[src/rtl/pipe_hazard_ctrl.sv]
// pipe_hazard_ctrl: stall/flush control for the ID/EX/MEM/WB pipeline registers and PC.
// A small FSM tracks data-memory waits and multi-cycle mul/div occupancy of EX.
module pipe_hazard_ctrl #(
    parameter int MULDIV_LAT = 4,
    parameter int CNT_W      = 32
) (
    input  logic             clk,
    input  logic             reset,
    input  logic             if_resp_valid,
    input  logic [4:0]       id_rs1,
    input  logic [4:0]       id_rs2,
    input  logic             id_use_rs1,
    input  logic             id_use_rs2,
    input  logic             ex_valid,
    input  logic [4:0]       ex_rd,
    input  logic             ex_is_load,
    input  logic             ex_is_muldiv,
    input  logic             ex_br_taken,
    input  logic             mem_req,
    input  logic             mem_resp_valid,
    output logic             pc_wr_en,
    output logic             id_wr_en,
    output logic             id_gen_bubble,
    output logic             ex_wr_en,
    output logic             ex_gen_bubble,
    output logic             mem_wr_en,
    output logic             mem_gen_bubble,
    output logic             wb_wr_en,
    output logic             wb_gen_bubble,
    output logic             mem_req_start,
    output logic [CNT_W-1:0] stall_count
);
    localparam int CW = MULDIV_LAT > 1 ? $clog2(MULDIV_LAT) : 1;
    typedef enum logic [1:0] {RUN, MEM_WAIT, MULDIV} state_t;
    state_t state, state_nx;
    logic [CW-1:0] cnt, cnt_nx;
    logic mem_stall, md_entry, md_stall, br, load_use;
    always_comb begin
        mem_stall = !mem_resp_valid && (state == MEM_WAIT || (state == RUN && mem_req));
        md_entry  = state == RUN && ex_valid && ex_is_muldiv && (MULDIV_LAT > 1) && !mem_stall;
        md_stall  = md_entry || (state == MULDIV && cnt > CW'(1));
        br        = ex_valid && ex_br_taken;
        load_use  = ex_valid && ex_is_load && ex_rd != 5'd0 &&
                    ((id_use_rs1 && id_rs1 == ex_rd) || (id_use_rs2 && id_rs2 == ex_rd));
    end
    always_comb begin
        state_nx = state;
        cnt_nx   = cnt;
        case (state)
            RUN: begin
                if (mem_req && !mem_resp_valid) state_nx = MEM_WAIT;
                else if (md_entry) begin
                    state_nx = MULDIV;
                    cnt_nx   = CW'(MULDIV_LAT - 1);
                end
            end
            MEM_WAIT: state_nx = mem_resp_valid ? RUN : MEM_WAIT;
            MULDIV: begin
                cnt_nx   = cnt - CW'(1);
                state_nx = cnt <= CW'(1) ? RUN : MULDIV;
            end
            default: state_nx = RUN;
        endcase
    end
    always_comb begin
        pc_wr_en       = 1'b1;
        id_wr_en       = 1'b1;
        id_gen_bubble  = 1'b0;
        ex_wr_en       = 1'b1;
        ex_gen_bubble  = 1'b0;
        mem_wr_en      = 1'b1;
        mem_gen_bubble = 1'b0;
        wb_wr_en       = 1'b1;
        wb_gen_bubble  = 1'b0;
        mem_req_start  = !reset && state == RUN && mem_req;
        if (reset) begin
            pc_wr_en       = 1'b0;
            id_gen_bubble  = 1'b1;
            ex_gen_bubble  = 1'b1;
            mem_gen_bubble = 1'b1;
            wb_gen_bubble  = 1'b1;
        end else if (mem_stall) begin
            pc_wr_en      = 1'b0;
            id_wr_en      = 1'b0;
            ex_wr_en      = 1'b0;
            mem_wr_en     = 1'b0;
            wb_gen_bubble = 1'b1;
        end else if (md_stall) begin
            pc_wr_en       = 1'b0;
            id_wr_en       = 1'b0;
            ex_wr_en       = 1'b0;
            mem_gen_bubble = 1'b1;
        end else if (br) begin
            id_gen_bubble = 1'b1;
            ex_gen_bubble = 1'b1;
        end else if (load_use) begin
            pc_wr_en      = 1'b0;
            id_wr_en      = 1'b0;
            ex_gen_bubble = 1'b1;
        end else if (!if_resp_valid) begin
            pc_wr_en      = 1'b0;
            id_gen_bubble = 1'b1;
        end
    end
    always_ff @(posedge clk or posedge reset) begin
        if (reset) begin
            state       <= RUN;
            cnt         <= '0;
            stall_count <= '0;
        end else begin
            state <= state_nx;
            cnt   <= cnt_nx;
            if (!pc_wr_en && stall_count != '1) stall_count <= stall_count + CNT_W'(1);
        end
    end
endmodule

[config.mk]
export PLATFORM = sky130hd
export DESIGN_NAME = pipe_hazard_ctrl
export DESIGN_NICKNAME = d
export VERILOG_FILES = /design/src/rtl/pipe_hazard_ctrl.sv
export SDC_FILE = /design/constraint.sdc
export NUM_CORES = 1
export LEC_CHECK = 0
export CAP_MARGIN = 30
export CORE_ASPECT_RATIO = 0.6
export CORE_MARGIN = 3
export CORE_UTILIZATION = 41
export DETAILED_ROUTE_END_ITERATION = 7
export GPL_TIMING_DRIVEN = 1
export MAX_ROUTING_LAYER = met4
export PLACE_DENSITY = 0.73
export SYNTH_ARGS = -nofsm -noshare
export SYNTH_HDL_FRONTEND = slang
export SYNTH_SLANG_ARGS = --single-unit
[constraint.sdc]
create_clock -name clk -period 2.05 [get_ports clk]
set_input_delay 0.3075 -clock clk [delete_from_list [all_inputs] [get_ports clk]]
set_output_delay 0.3075 -clock clk [all_outputs]
set_load 0.05 [all_outputs]
# Word level (Yosys, flattened, before mapping)

Cells that the tools add are included.

Output and inout bits: 42
Logic and storage cells: 82
Flip-flop bits (word level): 36
Input port bits: 26

Reduce and logical (&&, ||, !) cells: 27
Equal/unequal tests: 8
Order comparisons: 2
Mux-type cells: 40
Add/sub/neg operators: 2

Operators with widths:

| operator              | count |
|---|---|
| $mux 1                | 33 |
| $add 32x1->32 const B | 1 |
| $ne 32x32->1 const B  | 1 |
| $logic_and 1x1->1     | 16 |
| $eq 5x5->1            | 2 |
| $mux 2                | 5 |
| $pmux 2 s3            | 1 |
| $reduce_bool 5->1     | 1 |
| $logic_not 1->1       | 4 |
| $ne 2x2->1 const B    | 2 |
| $pmux 2 s2            | 1 |
| $logic_or 1x1->1      | 3 |
| $ne 3x2->1 const B    | 1 |
| $reduce_and 3->1      | 1 |
| $eq 2x1->1 const B    | 1 |
| $eq 2x2->1 const B    | 1 |
| $gt 2x1->1 const B    | 1 |
| $le 2x1->1 const B    | 1 |
| $logic_not 2->1       | 1 |
| $reduce_bool 2->1     | 1 |
| $sub 2x1->2 const B   | 1 |

# Depth between registers and ports, before layout

Depth in word-level cells: 12
Gate-level depth with buffers: 9
Gate-level depth less buffers: 8

# Worst setup path after synthesis

OpenSTA, ideal clock, no wires.

Path kind: flip-flop to flip-flop
Start point: reg stall_count[0]
End point: reg stall_count[3]
Arrival: 2.237 ns
Buffers on the path: 2
Data required time: 1.903 ns
Period minus slack after synthesis: 2.383 ns
Cell stages (with the launch flop): 9
Path slack: -0.333 ns
Setup time: 0.147 ns
Cells stage by stage: dfrtp_1 -> ha_1 -> nand3_1 -> nor4_4 -> and3_1 -> buf_2 -> buf_2 -> nor3_1 -> xor2_1

Word-level cells in the longest chain between the ends: 2
Elaborated cells between the ends (all ways): 3
Those cells by class: add/sub (1); eq/ne (1); reduce/logical (1)

RTL lines:

| item                                                                  | line | RTL |
|---|---|---|
| from (decl)                                                           | 31   | `output logic [CNT_W-1:0] stall_count` |
| from (signal assigned)                                                | 113  | `if (!pc_wr_en && stall_count != '1) stall_count <= stall_count + CNT_W'(1);` |
| parallel branches: the longest is 2 deep, another holds $add 32x1->32 | --   |  |

Parallel ways; which one is timed is not known.
A chain may end at the register's enable or synchronous reset.

# Final worst setup path

Start point: in id_rs1[2]
End point: reg stall_count[1]

Word-level cells in the longest chain between the ends: 11

RTL lines:

| item              | line | RTL |
|---|---|---|
| from (decl)       | 10   | `input logic [4:0] id_rs1,` |
| $eq 5x5->1        | 44   | `((id_use_rs1 && id_rs1 == ex_rd) \|\| (id_use_rs2 && id_rs2 == ex_rd));` |
| $logic_and 1x1->1 | 44   |  |
| $logic_or 1x1->1  | 44   |  |
| $logic_and 1x1->1 | 43   | `load_use = ex_valid && ex_is_load && ex_rd != 5'd0 &&` |
| $mux 1            | 96   | `end else if (load_use) begin` |
| $mux 1            | 93   | `end else if (br) begin` |
| $mux 1            | 88   | `end else if (md_stall) begin` |
| $mux 1            | 82   | `end else if (mem_stall) begin` |
| $mux 1            | 76   | `if (reset) begin` |
| $logic_not 1->1   | 113  |  |
| $logic_and 1x1->1 | 113  |  |

No other way between the ends.

==> out/qor.yml <==
clock_tree:
  cts-buffers-inserted: 5
  clk_path_buf_depth: 2
  worstSkewPairLatency_ns: 0.29
  cts-root-buf: "clkbuf_8"
  cts_tree: "done"
  path_clk_slew_ns: 0.08
  htree_levels: 2
  cts_sinks: 36
hold_path:
  whs_endpoint: "stall_count[17]"
  hold_depth: 1
  min_from: "stall_count[17]"
  hold_path.class: "flop to flop"
critical_path:
  cp.required_ns: 2.22
  critPathArrivalTime_ns: 2.41
  reg2reg_to: "stall_count[1]"
  start_kind: "primary input"
  reg2regPathDepth: 9
  crit_fanout: 7
  cpMaxStageDelayCell: "clkdlybuf4s50_1"
  path_cells: "clkdlybuf4s50_1 > xnor2_1 > nand4_1 > o22ai_2 > buf_4 > a311oi_4 > buf_12 > buf_4 > buf_12 > nor2_4 > mux2_2"
  worstSetupEndpointType: "flop"
  cpPeakStageDelay_ns: 0.47
  ff2ff_setup_slack_ns: -0.14
  reg2reg_from: "state[0]"
  path_class: "primary input to flop"
sta:
  fin_ws_ns: -0.190
  hold_ws_ns: 0.482
  period_needed_ns: 2.24
  fin_skew_ns: 0.0116
  fin_crit_sh_pct: 109
  worst-slew-pin-transition_ns: 0.520
  slew_headroom_pct: 65.2
  rsz0062_at_grt: "true"
  finalHoldViolCount: 0
  setup_viol: 36
  clock.fmax_mhz: 447
  slew_violations: 0
logic_synthesis:
  ys_seq_area_share_pct: 44.1
  synth_fp_nets: 236
  synth.top_cells.by_area: "dfrtp_1 (44%), xor2_1 (12%), xnor2_1 (5.1%), nor3_1 (3.4%), nand4_1 (3.4%)"
  ys_seq_elements: 36
  netlist_area_sq_mm: 0.00204
  synth_top_area_share_pct: 44.1
  yosysTopAreaCell: "dfrtp_1"
  ys_warn_count: 0
  synthCells: 208
  synth.avg_cell_area_sq_um: 9.83
  yosys.cell_types.count: 35
pwr:
  power_leakage_nw: 1.44
  p_int_w: 0.00189
  seqPwrFrac_pct: 33.4
  clockPowerShare_pct: 16.4
  powerDensity_mw_per_mm2: 971
  switching_share_pct: 44.5
  p_switching_w: 0.00151
  power_frac_comb_pct: 50.2
  vdd_drop_max_mv: 0.972
grt:
  grt_max_degree: 37
  grt_pass1_wl_um: 9300
  antenna_found_initial: 0
  grt_pass1_vias: 1739
  grt_usage_pct: 20.9
  overflow: 0
die:
  start_util_pct: 43.7
  ios: 68
  rows: 19
  die_y_um: 60.7
  core_sq_mm: 0.00468
  design.die.area_sq_mm: 0.00590
  die_w_um: 97.2
routing:
  ant_nets: 0
  drcViolationCount: 0
  wl_met2_um: 3130
  wl_per_cell_um: 17.6
  top_layer: "met4"
  dr_total_vias: 1988
  drt_iter0_drc: 123
  wl_met3_um: 278
  wl_met1_um: 3100
  wl_um: 6520
  viasPerCell: 5.36
  dr.pass1.iters: 4
layout:
  seqCellArea_sq_um: 923
  antennaDiodeCount: 0
  multi_input_area_sq_mm: 0.00134
  nNetsFinal: 335
  drive_gt1_share_pct: 36.7
  final_cell_mix: "clkdlybuf4s50_1 (45), buf_4 (31), xor2_1 (29)"
  design_area_sq_mm: 0.00350
  fillers: 309
  areaGrowthSynthToFinish_pct: 71.3
  final_common_cell: "clkdlybuf4s50_1"
status:
  violations: "negative setup slack"
  status: "finished with violations"
flow_run:
  max-cap-violations: 0
placement:
  dpl_cell_area_sq_mm: 0.00303
  gp_congestion: 0.854
  dp_hpwl_um: 4300
  numPortBuffers: 66
-- routing by layer --
layer,up-vias,global-route usage (%)
li1,946,-
met1,990,31.7
met2,48,28.8
met3,4,4.13
met4,0,3.80
met5,-,-
-- metrics by stage --
stage | worst slack (ns) | instances | setup TNS, ns | power (W) | utilization (%)
after floorplan | -0.00188 | 208 | -0.00188 | 0.00206 | -
after global placement | -0.455 | 355 | -13.65 | 0.00265 | 64.7
after detailed placement | -0.476 | 355 | -14.52 | 0.00268 | 64.7
after CTS | -0.175 | 368 | -1.22 | 0.00331 | 70.7
after global routing | -0.251 | 371 | -5.29 | 0.00356 | 74.8
final | -0.190 | 371 | -2.57 | 0.00340 | 74.8
-- layout make-up --
cell class | instances | share of cell area, %
multi-input combinational | 155 | 38.4
inverter | 8 | 0.857
sequential | 36 | 26.4
clock buffer | 8 | 2.86
timing repair buffer | 101 | 29.3
tap | 63 | 2.25
-- power by group through the flow --
stage	registers [W]	clock network, W	logic [W]
after floorplan	0.00158	0	0.000486
after global placement	0.00113	0	0.00153
after detailed placement	0.00113	0	0.00154
after CTS	0.00112	0.000567	0.00162
after global routing	0.00116	0.000598	0.00180
final	0.00114	0.000557	0.00171
-- registers in the layout (all words and copies together), names as in the netlist --
register and count:
cnt 2, stall_count 32, state 2
-- worst max-delay path, delay by kind of cell --
kind                      cells  cell delay (ns)
AOI/OAI and AO/OA             2             0.33
muxes                         1             0.33
xor gates and xnor gates      1             0.13
and+or+nand+nor               2             0.24
buffers and inverters         5             1.06
-- kinds of logic (layout without fill, tap and decap cells) --
kind of cell | count (synthesis) | count (layout) | synth area share (%)
AND/OR/NAND/NOR | 98 | 98 | 28.5
other | 1 | 1 | 0.183
buffers and inverters | 17 | 117 | 3.73
adder cells (fa/ha/maj) | 2 | 2 | 1.22
multiplexers | 1 | 1 | 0.551
flip-flops | 36 | 36 | 44.1
AO/OA/AOI/OAI | 12 | 12 | 4.16
XOR/XNOR | 41 | 41 | 17.6
-- how the worst max path moves through the flow --
stage                                 end  depth (start not counted)  slack (ns)       from
final                      stall_count[1]                         11       -0.19  id_rs1[2]
after detailed placement  stall_count[24]                          7       -0.48   ex_rd[1]
after floorplan             id_gen_bubble                          5      -0.002   ex_rd[0]
after global placement    stall_count[26]                          8       -0.45   ex_rd[4]
after CTS                        pc_wr_en                          9       -0.17     cnt[1]
after global routing       stall_count[1]                         11       -0.25  id_rs1[2]
-- synth_stat cells --
library cell and n:
a311oi_2 1, clkbuf_1 3, nor4_4 1, o22ai_1 1, nand4_1 11, and3_1 8
nor3_1 14, and4_1 5, conb_1 1, o311a_1 1, nor2_1 5, buf_4 2
xnor2_1 12, xor2_1 29, inv_1 8, o21a_1 2, or3_1 2, and2_1 3
ha_1 2, nand3_1 9, nor4b_1 5, nand3b_1 1, nand2b_1 1, a32oi_1 1
nor4bb_1 1, or2_2 2, buf_2 4, nand2_1 15, a21oi_1 5, nor2b_1 1
nor4_1 11, nor3b_1 3, o21ai_0 1, mux2_2 1, dfrtp_1 36
-- timing repair --
| item | 4_1_cts | 5_1_grt |
|---|---|---|
| setup endpoints to repair | 37 | 37 |
| cloned | 0 | 1 |
| gates resized for setup | 46 | 31 |
| pin swaps | 11 | 13 |
| buffers inserted | 5 | 2 |
| hold buffers | 0 | 0 |
No activity file was read; power rests on OpenSTA's default activity.
